===== src/rtl/prim_xor_tree_pipe.sv =====
// Pipelined N-input XOR (optionally XNOR) reduction tree, one register stage per tree level,
// with a valid/ready handshake on both sides and a combinational ready chain.
module prim_xor_tree_pipe #(
    parameter int unsigned Width  = 32,
    parameter int unsigned NumIn  = 4,
    parameter bit          Invert = 1'b0
) (
    input  logic                   clk_i,
    input  logic                   rst_i,
    input  logic                   flush_i,
    input  logic                   in_valid_i,
    output logic                   in_ready_o,
    input  logic [NumIn*Width-1:0] in_i,
    output logic                   out_valid_o,
    input  logic                   out_ready_i,
    output logic [Width-1:0]       out_o,
    output logic                   busy_o
);

    localparam int unsigned Latency = (NumIn > 2) ? $clog2(NumIn) : 1;

    // Operand count entering tree level `level` (ceil-halving per level).
    function automatic int unsigned ops_at(input int unsigned level);
        int unsigned n;
        n = NumIn;
        for (int unsigned i = 0; i < level; i++) n = (n + 1) / 2;
        return n;
    endfunction

    logic [Latency-1:0] valid_q, valid_d;
    logic [Latency:0]   adv;
    logic               in_fire;

    // A stage may take new data when it is empty or its successor is moving.
    always_comb begin
        logic a;
        a            = out_ready_i;
        adv          = '0;
        adv[Latency] = out_ready_i;
        for (int unsigned s = Latency; s > 0; s--) begin
            a        = ~valid_q[s-1] | a;
            adv[s-1] = a;
        end
    end

    assign in_ready_o = adv[0] & ~flush_i;
    assign in_fire    = in_valid_i & in_ready_o;

    always_comb begin
        valid_d = valid_q;
        if (flush_i) begin
            valid_d = '0;
        end else begin
            if (adv[0]) valid_d[0] = in_fire;
            for (int unsigned s = 1; s < Latency; s++) begin
                if (adv[s]) valid_d[s] = valid_q[s-1];
            end
        end
    end

    always_ff @(posedge clk_i or posedge rst_i) begin
        if (rst_i) valid_q <= '0;
        else       valid_q <= valid_d;
    end

    for (genvar s = 0; s < Latency; s++) begin : g_stage
        localparam int unsigned NI = ops_at(s);
        localparam int unsigned NO = ops_at(s + 1);

        logic [NI*Width-1:0] src;
        logic [NO*Width-1:0] data_d, data_q;
        logic                load;

        if (s == 0) begin : g_first
            assign src  = in_i;
            assign load = in_fire;
        end else begin : g_next
            assign src  = g_stage[s-1].data_q;
            assign load = adv[s] & valid_q[s-1];
        end

        // Pair j = op[2j] ^ op[2j+1]; an odd trailing operand passes through.
        always_comb begin
            int unsigned b;
            data_d = '0;
            for (int unsigned j = 0; j < NO; j++) begin
                b = (2 * j + 1 < NI) ? 2 * j + 1 : 2 * j;
                data_d[j*Width +: Width] = src[2*j*Width +: Width];
                if (2 * j + 1 < NI) begin
                    data_d[j*Width +: Width] = data_d[j*Width +: Width] ^ src[b*Width +: Width];
                end
            end
        end

        always_ff @(posedge clk_i or posedge rst_i) begin
            if (rst_i)     data_q <= '0;
            else if (load) data_q <= data_d;
        end
    end

    assign out_valid_o = valid_q[Latency-1];
    assign out_o       = g_stage[Latency-1].data_q ^ {Width{Invert}};
    assign busy_o      = |valid_q;

`ifndef SYNTHESIS
    a_params : assert property (@(posedge clk_i) (Width >= 1) && (NumIn >= 1) && (NumIn <= 16));

    a_out_stable : assert property (@(posedge clk_i) disable iff (rst_i)
        (out_valid_o && !out_ready_i && !flush_i) |=> (out_valid_o && $stable(out_o)));

    a_no_x : assert property (@(posedge clk_i) disable iff (rst_i)
        !$isunknown({out_valid_o, in_ready_o}));
`endif

endmodule


===== config.mk =====
export PLATFORM = sky130hd
export DESIGN_NAME = prim_xor_tree_pipe
export DESIGN_NICKNAME = d
export VERILOG_FILES = /design/src/rtl/prim_xor_tree_pipe.sv
export SDC_FILE = /design/constraint.sdc
export NUM_CORES = 1
export LEC_CHECK = 0
export BUFFER_PORTS_ARGS = -buffer_cell sky130_fd_sc_hd__buf_2
export CAP_MARGIN = 25
export CORE_AREA = 3 3 123 125
export DETAILED_ROUTE_END_ITERATION = 10
export DIE_AREA = 0 0 126 128
export GPL_TIMING_DRIVEN = 1
export HOLD_SLACK_MARGIN = 0.08
export PLACE_DENSITY = 0.59
export REMOVE_ABC_BUFFERS = 1
export SLEW_MARGIN = 20
export SYNTH_ARGS = -nofsm -noshare
export SYNTH_HDL_FRONTEND = slang
export SYNTH_SLANG_ARGS = --single-unit

===== constraint.sdc =====
create_clock -name clk_i -period 6.71 [get_ports clk_i]
set_input_delay 0.671 -clock clk_i [delete_from_list [all_inputs] [get_ports clk_i]]
set_output_delay 0.671 -clock clk_i [all_outputs]
set_load 0.005 [all_outputs]

# == Word-level counts from Yosys, hierarchy flattened ==
# Cells that the tools add are included.
# word_totals
regBits,98
input_bits,133
output_inout_bits,35
elab_cells,21
# op_classes
n_mux,3
bitwise_logic,11
n_reduce_logical,3
# op_table
cell,count
bitwise XOR 32 bit,3
nonzero test 2 bit,2
AND 1 bit,3
NOT 1 bit,3
2-to-1 mux 1 bit,2
2-to-1 mux 2 bit,1
OR 1 bit,2
OR reduction 2 bit,1

# == Logic depth before layout (Yosys ltp) ==
# logic_depth
ltp_word,7
mapped_depth,5
mapped_depth_nobuf,3

# == Worst setup path after synthesis ==
# No wires, ideal clock.
# synth_path
path_kind,input port to flip-flop
from,in out_ready_i
to,reg g_stage[0].data_q[0]
setup_ps,125
arrival_time_ps,1805
required_ps,6585
path_slack_ps,4780
stages,5
path_buffers,2
cell_sequence,and3b_1 > or3b_1 > buf_6 > buf_12 > mux2_4
# synth_between
elab_chain_len,4
# synth_lines
element,line_no,source
start: declaration,15,"input logic out_ready_i,"
OR 1 bit (2 in a row),41,a = ~valid_q[s-1] | a;
AND 1 bit,46,assign in_ready_o = adv[0] & ~flush_i;
AND 1 bit,47,assign in_fire = in_valid_i & in_ready_o;
end signal: assignment,97,else if (load) data_q <= data_d;
end: declaration,71,"logic [NO*Width-1:0] data_d, data_q;"
# Every way passes these cells.
# A chain may end at the register's enable or synchronous reset.

# == Worst setup path after layout ==
# layout_path
from,in out_ready_i
to,reg g_stage[0].data_q[59]
# Same word-level chain as after synthesis.

==> summary.md <==
| Metric | Value |
|---|---|
| Outcome | `complete, no violations` |
| Mean Syn Cell Area | `15.40 um^2` |
| Inserted Diodes | `0` |
| CP arrival | `2720 ps` |
| Port buffer count | `167` |
| Slew Viols, Final | `0` |
| Critical path's slowest cell | `buf_4` |
| Max Freq | `401.9 MHz` |
| Root buffer cell | `clkbuf_16` |
| WL final | `8979 um` |
| Placed insts | `652` |
| Die ar. | `16130 um^2` |
| Worst Tran Pin Value | `699.7 ps` |
| CP Max Fanout | `34` |
| Core ar. | `13990 um^2` |
| Total track usage | `11.47%` |
| Maxcap violations | `0` |
| Critical Path End Type | `flop` |
| Pre-antenna DRT Iters | `4` |
| Sequential fraction of the synthesis area | `51.03%` |
| # H-tree levels | `3` |
| Global-route wire length before repair | `14660 um` |
| Pre-CTS setup slack | `3849 ps` |
| Clock Pin Slew Worst Setup and Hold Paths | `60 ps` |
| Vias in the first global route | `2970` |
| Async SR Flop Fraction | `100.0%` |
| Netlist cell types | `14` |
| Synthesis-stage register bit count | `98` |
| CTS resizes | `0` |
| HP Class | `in2async` |
| Startpoint Class | `primary input` |
| Row count | `43` |
| 1st-iter DRT viols | `80` |
| Wire per inst | `13.44 um` |
| CTS tree | `yes` |
| Post-Layout Cell Count | `668` |
| DP Wirelength | `6422 um` |
| Via count | `2862` |
| # hold bufs at CTS | `0` |
| Final core occ | `43.20%` |
| Share of cells above drive strength 1 | `58.20%` |
| Primary FF master, synth | `dfrtp_1` |
| Clk_lat worst skew | `340 ps` |
| Unrepaired setup endpoints after global routing | `false` |
| Post-CTS setup buffer count | `0` |
| Post-synth top cells | `dfrtp_1, xor2_1, mux2_4` |
| Area Overhead vs Synth | `25.75%` |
| Syn Inst Count | `312` |
| Yosys Warn Count | `0` |
| Setup Skew | `4.360 ps` |
| Ranking of synthesized cells by area | `dfrtp_1, mux2_4, xor2_1, mux2_2, buf_12` |
| Endpoints failing hold | `0` |
| DRT antenna net count | `0` |
| Final instance area | `6043 um^2` |
| Fin Hold WS | `382.9 ps` |
| Final min period | `2488 ps` |
| Fin crit share | `37.08%` |
| Vias/cell | `4.284` |
| Slowest stage delay, CP | `640 ps` |
| Die Ht | `128 um` |
| Worst setup margin | `4222 ps` |
| WP data required | `6940 ps` |
| Most common cell in the synthesized netlist | `dfrtp_1` |
| Design Power | `1.847 mW` |
| Post-synth top area share | `51.03%` |
| Largest net degree at the start of global routing | `55` |
| Area leader, netlist | `dfrtp_1` |
| Slew HR | `53.35%` |
| Clk sinks | `98` |
| Pwr/cell area | `305.7 nW/um^2` |
| Setup violations, final | `0` |
| Maximum clock insertion buffer count | `2` |
| CTS buffer count | `9` |
| Initial Utilization | `34.36%` |
| Die X-Extent | `126 um` |
| Number of synthesized flops with an enable pin | `0` |
| Remaining DRCs | `0` |
| Initial antenna violation count | `0` |
| Cells along the critical path | `buf_2 -> and3b_1 -> or3b_4 -> buf_4 -> mux2_2` |
| Placer Congestion | `0.7047` |
| Placed cell areas | `5759 um^2` |
| Worst R2R Setup Slack | `4280 ps` |
| GR Overflow Total | `0` |
| Leakage | `3.108 nW` |
| CP Class | `in2reg` |
| Final net count | `616` |
| Fill cell count | `1343` |
| Post-Synthesis Cell Area | `4806 um^2` |
| IO Pins | `168` |
| Setup TNS | `0 ps` |
| VDD IR max | `0.1576 mV` |
-- metal layers --
layer,global-route usage (%),vias to the layer above,part of all wire [%]
met5,0,-,0
met4,3.218,0,1.2
met3,4.250,10,6.9
met2,18.81,95,49
met1,14.29,1377,42
li1,-,1380,-
-- final cells by class --
cell class                 instances  area (um^2)  area share, %
multi-input combinational        201         2210          36.56
inverter                           3        13.76         0.2277
tap                              180        225.2          3.727
sequential                        98         2452          40.58
timing repair buffer             170        858.3          14.20
clock buffer                      14        274.0          4.534
clock inverter                     2        10.01         0.1656
-- cells in the final DEF (no fill, tap or decap) --
master / synthesis / layout
clkinv_2: 0 / 2
mux2_4: 60 / 60
or3b_4: 0 / 1
mux2_2: 36 / 36
or2_2: 1 / 1
buf_2: 3 / 167
nor2_1: 4 / 4
inv_1: 3 / 2
buf_4: 0 / 3
o21ai_4: 0 / 1
dfrtp_1: 98 / 98
clkbuf_1: 0 / 2
xor2_1: 96 / 96
clkbuf_8: 0 / 3
a21oi_1: 1 / 1
clkbuf_16: 0 / 9
inv_4: 0 / 1
and3b_1: 1 / 1
-- state kept, by name, indices dropped and copies added (netlist names) --
register,count
valid_q,2
g_stage.data_q,64
out_o,32
-- cell families after synthesis --
logic type | count (synthesis) | share of synthesized area (%)
buffers and inverters | 13 | 3.280
flip-flops | 98 | 51.03
multiplexers | 96 | 27.18
XOR/XNOR | 96 | 17.50
AO/OA/AOI/OAI | 2 | 0.2081
AND/OR/NAND/NOR | 7 | 0.8071
-- critical path: cells and delay by family --
| family | cells | cell delay (ps) |
|---|---|---|
| buffers and inverters | 2 | 760 |
| and+or+nand+nor | 2 | 840 |
| muxes | 1 | 400 |
-- power by group --
group / total, mW / switching (mW) / internal [mW]
Combinational: 0.485 / 0.169 / 0.316
Clock: 0.487 / 0.206 / 0.281
Sequential: 0.875 / 0.106 / 0.769
Total: 1.85 / 0.481 / 1.37
-- path summary, 6_finish.rpt --
kind,from,endpoint,cells past startpoint
min in group clk_i,out_o[25],out_o[25],1
worst max register to register,valid_q[0],g_stage[0].data_q[59],4
worst min register to register,out_o[25],out_o[25],1
max in group asynchronous,rst_i,g_stage[0].data_q[49],3
worst max-delay path,out_ready_i,g_stage[0].data_q[59],5
worst min-delay path,rst_i,g_stage[0].data_q[62],2
Note: power is estimated with default switching activity, not from simulation.
